<file path="src/rtl/scan_generator.sv">
// rtl/scan_generator.sv - horizontal/vertical scan position generator with frame-aligned run/stop
module scan_generator #(
  parameter int h_width  = 10,
  parameter int v_width  = 10,
  parameter int h_total  = 800,
  parameter int v_total  = 525,
  parameter int prescale = 2
) (
  input  logic               clock,
  input  logic               reset,
  input  logic               run,
  output logic [h_width-1:0] h_count,
  output logic [v_width-1:0] v_count,
  output logic               h_enable,
  output logic               v_enable,
  output logic               frame_end,
  output logic               busy
);

  localparam int pre_width = (prescale > 1) ? $clog2(prescale) : 1;
  localparam logic [pre_width-1:0] pre_last = pre_width'(prescale - 1);
  localparam logic [h_width-1:0]   h_last   = h_width'(h_total - 1);
  localparam logic [v_width-1:0]   v_last   = v_width'(v_total - 1);

  typedef enum logic [1:0] {IDLE, SCAN, LAST} state_t;

  state_t               state, state_next;
  logic [pre_width-1:0] pre;
  logic                 line_last;
  logic                 column_last;

  // All enables come from registered state only, so run never reaches them combinationally.
  assign busy        = (state != IDLE);
  assign h_enable    = busy && (pre == pre_last);
  assign line_last   = (h_count == h_last);
  assign column_last = (v_count == v_last);
  assign v_enable    = h_enable && line_last;
  assign frame_end   = v_enable && column_last;

  always_ff @(posedge clock or posedge reset) begin
    if (reset) state <= IDLE;
    else       state <= state_next;
  end

  always_comb begin
    state_next = state;
    case (state)
      IDLE: if (run) state_next = SCAN;
      SCAN: begin
        if (frame_end) state_next = run ? SCAN : IDLE;
        else if (!run) state_next = LAST;
      end
      LAST: if (frame_end) state_next = IDLE;
      default: state_next = IDLE;
    endcase
  end

  always_ff @(posedge clock or posedge reset) begin
    if (reset) begin
      pre     <= '0;
      h_count <= '0;
      v_count <= '0;
    end else if (state == IDLE || state_next == IDLE) begin
      pre     <= '0;
      h_count <= '0;
      v_count <= '0;
    end else begin
      pre <= (pre == pre_last) ? '0 : pre + pre_width'(1);
      if (h_enable) begin
        h_count <= line_last ? '0 : h_count + h_width'(1);
        if (line_last) v_count <= column_last ? '0 : v_count + v_width'(1);
      end
    end
  end

endmodule

</file>
<file path="config.mk">
export PLATFORM = sky130hd
export DESIGN_NAME = scan_generator
export DESIGN_NICKNAME = d
export VERILOG_FILES = /design/src/rtl/scan_generator.sv
export SDC_FILE = /design/constraint.sdc
export NUM_CORES = 1
export LEC_CHECK = 0
export CORE_ASPECT_RATIO = 1.4
export CORE_MARGIN = 10
export CORE_UTILIZATION = 40
export DETAILED_ROUTE_END_ITERATION = 8
export GPL_TIMING_DRIVEN = 1
export PLACE_DENSITY = 0.75
export RECOVER_POWER = 100
export SLEW_MARGIN = 30
export SYNTH_ARGS = -nofsm -noshare
export SYNTH_HDL_FRONTEND = slang
export SYNTH_SLANG_ARGS = --single-unit
</file>
<file path="constraint.sdc">
create_clock -name clock -period 3.1 [get_ports clock]
set_input_delay 0.62 -clock clock [delete_from_list [all_inputs] [get_ports clock]]
set_output_delay 0.62 -clock clock [all_outputs]
set_load 0.02 [all_outputs]
</file>
==> results of run 1 <==
## power groups by stage
| stage | combinational, mW | sequential, mW | clock (mW) |
|---|---|---|---|
| 2_1_floorplan | 0.335 | 0.411 | 0 |
| 3_3_place_gp | 0.472 | 0.404 | 0 |
| 3_5_place_dp | 0.484 | 0.409 | 0 |
| 4_1_cts | 0.488 | 0.405 | 0.197 |
| 5_1_grt | 0.497 | 0.412 | 0.208 |
| 6_report | 0.456 | 0.401 | 0.192 |
## kinds of logic (layout without fill, tap and decap cells)
family                   after synthesis  in the layout  synth area share (%)
AO/OA/AOI/OAI                         31             31                  18.7
XOR/XNOR                              10             10                  7.00
adder cells (fa/ha/maj)                3              3                  2.76
buffers and inverters                  7             37                  2.49
flip-flops                            23             23                  42.4
multiplexers                           2              2                  1.57
AND/OR/NAND/NOR                       56             56                  25.1
## flip-flops by register name, indices dropped and copies added, names as in the netlist
| register | count |
|---|---|
| state | 2 |
| h_count | 10 |
| pre | 1 |
| v_count | 10 |
## final cells by class
type | instances | area [um^2]
multi-input combinational | 102 | 732
timing repair buffer | 28 | 274
sequential | 23 | 576
fill | 322 | 1620
clock buffer | 4 | 45.0
inverter | 5 | 18.8
tap | 40 | 50.0
## per-layer routing
layer  global-route usage, %  wire length, um  vias up
met5                       0                0        -
met4                    5.50               48        0
met3                    4.11              296        6
met2                    19.4             1650       39
met1                    11.6             1420      590
li1                        -                -      561
## layout by cell type, fill, tap and decap left out, types with 4 or more instances in the layout
master	synthesis	layout
a22o_1	7	7
nor2_1	15	16
dfrtp_1	23	23
and3_1	6	6
xor2_1	8	8
dlygate4sd3_1	0	25
nor3_1	5	5
nand3_1	4	4
inv_1	5	4
o21ai_0	5	6
nand2_1	6	6
o211ai_1	4	4
## through the flow
step | area (um^2) | utilization (%)
after floorplan | 1360 | -
after global placement | 1670 | 50.3
after global routing | 1700 | 51.1
after detailed placement | 1670 | 50.3
final | 1700 | 51.1
after CTS | 1710 | 51.7
## critical path: cells and delay by family (launching register included)
family	cells	cell delay, ns
AND/OR/NAND/NOR	3	0.98
buffers and inverters	2	0.49
flip-flops	1	0.42
adder cells (fa/ha/maj)	1	0.21
## worst max path at each step
stage                          start         to  slack [ns]
after floorplan           v_count[0]  frame_end        0.53
after global placement    v_count[0]  frame_end        0.18
after detailed placement  v_count[0]  frame_end        0.11
after CTS                 v_count[0]  frame_end         0.1
after global routing      v_count[0]  frame_end        0.02
final                     v_count[0]  frame_end        0.13
## timing repair
action,CTS,global route
endpoints found under the hold margin,0,0
gates resized for setup,1,0
setup endpoints to repair,1,0
hold buffers,0,0
==> flow_summary.ini, run 1 <==
[die]
initial_core_util_pct = 41.0
core_area_um2 = 3320
die_w_um = 69.3
pin_count = 27
rows = 25
die_y_um = 89.0
die_area_um2 = 6160

[sta]
max_freq_mhz = 336
worstMarginPinSlew_ns = 0.875
hold_viol = 0
finClkSkew_ns = 0.00443
setup_viol = 0
rsz0062_at_grt = false
fin_crit_ns = 2.97
setup_tns_ns = 0
hold_ws_ns = 0.557
setup_ws_ns = 0.127
period_share_pct = 95.9
final_max_slew_viol_count = 0
maxSlewHeadroom_pct = 41.2

[route]
drc = 0
drt-initial-drc-count = 97
drtPass1Iterations = 6
avgRoutedWirePerCell_um = 16.9
wl_um = 3420
antenna_left = 0
viasPerCell = 5.92
vias = 1196

[power_and_ir_drop]
pwr-share-seq_pct = 38.2
internal-power_mw = 0.591
sw_frac_of_total_pct = 43.6
clkPwrFrac_pct = 18.3
power_frac_comb_pct = 43.5
p_per_area_nw_per_um2 = 619
ir_worst_vdd_v = 0.000420
power_leakage_nw = 0.807
power_switching_mw = 0.457
fin_total_pwr_mw = 1.05

[setup_path]
cp.required_ns = 2.48
cp_max_fo = 5
rr_worst_depth = 4
crit_path_start_kind = flop
criticalPathCategory = reg -> out
r2r_setup_slack_ns = 0.74
crit_chain = inv_1 > ha_1 > nand4_4 > or4_4 > nor4_2 > dlygate4sd2_1
endpoint_kind = output port
cp_slowest_cell = or4_4
r2r-end = v_count[0]
critical_path_arrival_ns = 2.35
r2r_start = state[1]
max_stage_delay_ns = 0.52

[clocking]
clk_latency_ns = 0.26
clock-sinks = 23
postCtsSetupRepairBufs = 0
clk_pin_slew_worst_paths_ns = 0.09
h-tree-depth = 1
cts_tree = yes
cts_buffer_depth = 2
cts_inserted_buffers = 3
root_buffer = clkbuf_8

[status]
outcome = complete, no violations

[logic_synthesis]
yosysUniqueCellTypes = 43
synth-edff-count = 0
synthDominantCellAreaShare_pct = 42.4
synth_area_um2 = 1360
synth_top_cell_by_area = dfrtp_1
synthTopCellsByCount = dfrtp_1 (23), nor2_1 (15), xor2_1 (8), a22o_1 (7)
synth.most_common_cell = dfrtp_1
yosys_warnings = 0
syn_nets = 138
ys_ff_latch = 23
postSynthCellCount = 132
avgSynthCellArea_um2 = 10.3
synth_ff_type = dfrtp_1
async_flop_share_pct = 100
ys_seq_area_share_pct = 42.4
synthTopCellsByArea = dfrtp_1 (42%), xor2_1 (5.2%), a22o_1 (4.5%), nor2_1 (4.1%), and3_1 (2.8%)

[global_route]
grt_pass1_wl_um = 5820
grtUsageTotal_pct = 11.1
grt_max_degree = 24
antenna_found_initial = 0
grt_pass1_vias = 1241
gr-total-overflow = 0

[min_path]
min_to = state[0]
min_from = state[1]
hp-class = reg -> reg
whs_path_depth = 1

[final_layout]
insertedDiodeCount = 0
nets = 169
finalNonFillerCells = 202
drive_above_1_share_pct = 10.5
area_delta_synth_final_pct = 24.8

[place]
placed_cells = 198
place_congestion = 0.818
hpwl_um = 2510
io_buffers = 26
place_ws_ns = 0.106

[run]
drv_cap = 0
Note: power is estimated with default switching activity, not from simulation.
==> run 2, diff against run 1 <==
--- a/config.mk
+++ b/config.mk
@@ -7,11 +7,12 @@
 export LEC_CHECK = 0
 export CORE_ASPECT_RATIO = 1.4
 export CORE_MARGIN = 10
-export CORE_UTILIZATION = 40
+export CORE_UTILIZATION = 54
 export DETAILED_ROUTE_END_ITERATION = 8
 export GPL_TIMING_DRIVEN = 1
-export PLACE_DENSITY = 0.75
+export PLACE_DENSITY = 0.93
 export RECOVER_POWER = 100
+export REMOVE_ABC_BUFFERS = 1
 export SLEW_MARGIN = 30
 export SYNTH_ARGS = -nofsm -noshare
 export SYNTH_HDL_FRONTEND = slang
==> flow_summary.ini, run 2 (synthesized netlist as in run 1, its figures left out) <==
[status]
outcome = complete, no violations

[setup_path]
cp_max_fo = 5
critPathBufInv = 2
max_stage_delay_ns = 0.53
cp.required_ns = 2.48
cp-endpoint = frame_end
cp.depth = 6
cp_top_family = simple AND/OR/NAND/NOR gates
r2r_start = state[1]
crit_path_start_kind = flop
rr_worst_depth = 4
endpoint_kind = output port
cp_slowest_cell = or4_4
crit_chain = inv_1 > ha_1 > nand4_4 > or4_4 > nor4_2 > clkbuf_2
r2r-end = v_count[0]
critical_path_arrival_ns = 2.29
criticalPathCategory = reg -> out
r2r_setup_slack_ns = 0.78
crit_start = v_count[0]

[die]
rows = 21
initial_core_util_pct = 56.8
pin_count = 27
die_w_um = 62.4
core_area_um2 = 2390
die_y_um = 79.4
die_area_um2 = 4950

[global_route]
gr-total-overflow = 0
grt_pass1_wl_um = 5710
antenna_found_initial = 0
grt_pass1_vias = 1213
grtUsageTotal_pct = 13.8
grt-busiest-layer = met2
met2_usage_pct = 24.8
grt.met3_usage_pct = 4.49
grtUsageMet1_pct = 14.3
grt_max_degree = 24

[sta]
fin_crit_ns = 2.91
worstMarginPinSlew_ns = 0.888
setup_viol = 0
max_freq_mhz = 343
rsz0062_at_grt = false
hold_ws_ns = 0.576
finClkSkew_ns = 0.00485
period_share_pct = 94.0
final_max_slew_viol_count = 0
hold_viol = 0
maxSlewHeadroom_pct = 40.7
setup_tns_ns = 0

[route]
vias = 1182
viasPerCell = 6.06
avgRoutedWirePerCell_um = 17.5
drtPass1Iterations = 4
drc = 0
drt-initial-drc-count = 35
wl_um = 3410
antenna_left = 0

[clocking]
cts_inserted_buffers = 3
h-tree-depth = 1
cts_tree = yes
cts_hold_buf = 0
clk_latency_ns = 0.32
clk_pin_slew_worst_paths_ns = 0.13
cts_buffer_depth = 2
root_buffer = clkbuf_4
clock-sinks = 23
postCtsSetupRepairBufs = 0

[run]
drv_cap = 0

[final_layout]
multiInputGateArea_um2 = 732
fillers = 183
area_delta_synth_final_pct = 22.1
reg_top3 = h_count x10, v_count x10, state x2
insertedDiodeCount = 0
final_cell_mix = dlygate4sd3_1 (25), dfrtp_1 (23), nor2_1 (16)
seq_area_um2 = 576
drive_above_1_share_pct = 11.2
mostFrequentLayoutCell = dlygate4sd3_1
nets = 168

[power_and_ir_drop]
ir_worst_vdd_v = 0.000543
power_leakage_nw = 0.797
p_per_area_nw_per_um2 = 602
fin_total_pwr_mw = 0.998

[place]
hpwl_um = 2510
io_buffers = 26
place_congestion = 0.821

[min_path]
hp-class = reg -> reg
## run 2: worst reg2reg max path: stages (launching register included)
cell	delay, ns
dfrtp_1	0.47
xnor2_1	0.68
a31oi_1	0.24
nor2_1	0.61
mux2_2	0.28
## run 2: worst min-delay path by stage
stage / from / endpoint / slack, ns / depth (start not counted)
finish: h_count[9] / h_count[9] / 0.58 / 2
global route: state[1] / state[0] / 0.61 / 1
CTS: h_count[9] / h_count[9] / 0.58 / 2
detailed placement: h_count[9] / h_count[9] / 0.55 / 2
global placement: h_count[9] / h_count[9] / 0.55 / 2
floorplan: state[1] / state[0] / 0.53 / 1
## run 2: where the power goes
group | total (mW) | switching [mW] | internal (mW)
Sequential | 0.403 | 0.0671 | 0.336
Combinational | 0.450 | 0.288 | 0.162
Clock | 0.145 | 0.0965 | 0.0484
## run 2: metal layers
layer  vias to the layer above  share of wire [%]
met1                       585                 41
met2                        35                 51
met3                         7                6.2
li1                        555                  -
met4                         0                1.7
met5                         -                  0
## run 2: final cells by class
| class | count | share of cell area, % |
|---|---|---|
| multi-input combinational | 102 | 44.1 |
| inverter | 5 | 1.13 |
| timing repair buffer | 27 | 15.8 |
| sequential | 23 | 34.7 |
| tap | 34 | 2.56 |
| clock inverter | 1 | 0.302 |
| clock buffer | 3 | 1.36 |
## run 2: per-stage QoR
stage	setup slack (ns)	cells	area, um^2	util, %
final	0.185	195	1660	69.4
after global routing	0.0694	195	1660	69.4
after CTS	0.0285	195	1680	70.3
after detailed placement	0.108	191	1650	69.2
after global placement	0.193	191	1650	69.2
after floorplan	0.532	130	1340	-
## run 2: what timing repair did
action	4_1_cts	5_1_grt
pin swaps	0	0
endpoints found under the hold margin	0	0
gates resized for setup	1	3
endpoints found under the setup margin	1	1
==> run 3, diff against run 2 <==
--- a/config.mk
+++ b/config.mk
@@ -6,11 +6,11 @@
 export NUM_CORES = 1
 export LEC_CHECK = 0
 export CORE_ASPECT_RATIO = 1.4
-export CORE_MARGIN = 10
 export CORE_UTILIZATION = 54
+export CTS_CLUSTER_DIAMETER = 30
 export DETAILED_ROUTE_END_ITERATION = 8
 export GPL_TIMING_DRIVEN = 1
-export PLACE_DENSITY = 0.93
+export PLACE_DENSITY = 0.83
 export RECOVER_POWER = 100
 export REMOVE_ABC_BUFFERS = 1
 export SLEW_MARGIN = 30
==> flow_summary.ini, run 3 (synthesized netlist as in run 1, its figures left out) <==
[clocking]
cts_tree = yes
cts_inserted_buffers = 3
clock-sinks = 23
postCtsSetupRepairBufs = 0
cts_hold_buf = 0
clk_latency_ns = 0.33
root_buffer = clkbuf_4
post_cts_resized = 1
cts_buffer_depth = 2
h-tree-depth = 1
clk_pin_slew_worst_paths_ns = 0.14

[sta]
finClkSkew_ns = 0.0143
maxSlewHeadroom_pct = 42.2
max_freq_mhz = 341
rsz0062_at_grt = false
worstMarginPinSlew_ns = 0.866
hold_viol = 0
setup_viol = 0
fin_crit_ns = 2.93
final_max_slew_viol_count = 0
hold_ws_ns = 0.551
setup_tns_ns = 0
period_share_pct = 94.6

[setup_path]
cp-endpoint = frame_end
crit_start = v_count[0]
critical_path_arrival_ns = 2.31
r2r-end = v_count[6]
endpoint_kind = output port
r2r_setup_slack_ns = 0.81
r2r_start = state[1]
cp_max_fo = 5
cp_slowest_cell = or4_4
max_stage_delay_ns = 0.54
cp.required_ns = 2.48
rr_worst_depth = 4
crit_chain = inv_1 > ha_1 > nand4_1 > or4_4 > nor4_2 > clkbuf_2
crit_path_start_kind = flop
criticalPathCategory = reg -> out

[power_and_ir_drop]
ir_worst_vdd_v = 0.000420
p_per_area_nw_per_um2 = 598
power_leakage_nw = 0.782

[route]
wl_um = 3160
antenna_left = 0
drc = 0
viasPerCell = 5.91
drtPass1Iterations = 4
avgRoutedWirePerCell_um = 16.1
drt-initial-drc-count = 36
vias = 1158

[place]
place_congestion = 0.842
place_area_um2 = 1660
placed_cells = 192
io_buffers = 26
hpwl_um = 2320

[status]
outcome = complete, no violations

[global_route]
grt_max_degree = 24
grt_pass1_wl_um = 5110
antenna_found_initial = 0
grt_pass1_vias = 1107
grtUsageTotal_pct = 25.9
gr-total-overflow = 0

[die]
die_w_um = 44.4
initial_core_util_pct = 56.8
core_area_um2 = 2390
die_y_um = 61.4
pin_count = 27
die_area_um2 = 2720
rows = 21

[final_layout]
mostFrequentLayoutCell = dlygate4sd3_1
area_delta_synth_final_pct = 21.7
finalNonFillerCells = 196
final_cell_mix = dlygate4sd3_1 (25), dfrtp_1 (23), nor2_1 (16)
nets = 169
drive_above_1_share_pct = 11.1
insertedDiodeCount = 0
fin_area_um2 = 1650
reg_top3 = h_count x10, v_count x10, state x2

[run]
drv_cap = 0

[min_path]
hp-class = reg -> reg
[run 3: cell types whose count changed in the layout (fill, tap and decap cells not counted), sizes merged]
cell / previous run / this run
clkinv: 1 / 0
buf: 1 / 2
clkinvlp: 0 / 1
[run 3: metal layers]
metal / GRT usage [%] / wire length [um]
met1: 29.3 / 1280
met3: 1.76 / 90
met5: 0 / 0
met2: 48.3 / 1710
met4: 13.0 / 82
[run 3: how the worst min path moves through the flow]
stage | startpoint | to | slack, ns | cells after the start
6_report | state[1] | state[0] | 0.55 | 1
5_1_grt | state[1] | state[0] | 0.59 | 1
4_1_cts | state[1] | state[0] | 0.59 | 1
3_5_place_dp | state[1] | state[0] | 0.57 | 1
3_3_place_gp | state[1] | state[0] | 0.56 | 1
2_1_floorplan | state[1] | state[0] | 0.53 | 1
[run 3: worst max-delay path: cells and delay by family, from the launching register on]
| kind | cells | cell delay, ns |
|---|---|---|
| and+or+nand+nor | 3 | 1.05 |
| DFF | 1 | 0.45 |
| buffers and inverters | 2 | 0.33 |
| adders and majority gates | 1 | 0.16 |
[run 3: area by class of cell]
type / instances / area (um^2)
Fill cell: 186 / 737
Multi-Input combinational cell: 102 / 717
Sequential cell: 23 / 576
Timing Repair Buffer: 28 / 270
Tap cell: 34 / 42.5
Clock buffer: 3 / 22.5
Inverter: 5 / 18.8
Clock inverter: 1 / 7.51
[run 3: where the power goes]
| group | internal, mW | total, mW | switching (mW) |
|---|---|---|---|
| combinational | 0.162 | 0.444 | 0.281 |
| clock | 0.0494 | 0.148 | 0.0984 |
| sequential | 0.336 | 0.398 | 0.0625 |
[run 3: per-stage QoR]
stage	setup slack, ns	total power, mW	util [%]
5_1_grt	0.0369	1.05	69.2
6_report	0.169	0.990	69.2
3_5_place_dp	0.144	0.886	69.5
3_3_place_gp	0.194	0.866	69.5
4_1_cts	0.0514	1.03	70.7
2_1_floorplan	0.532	0.728	-
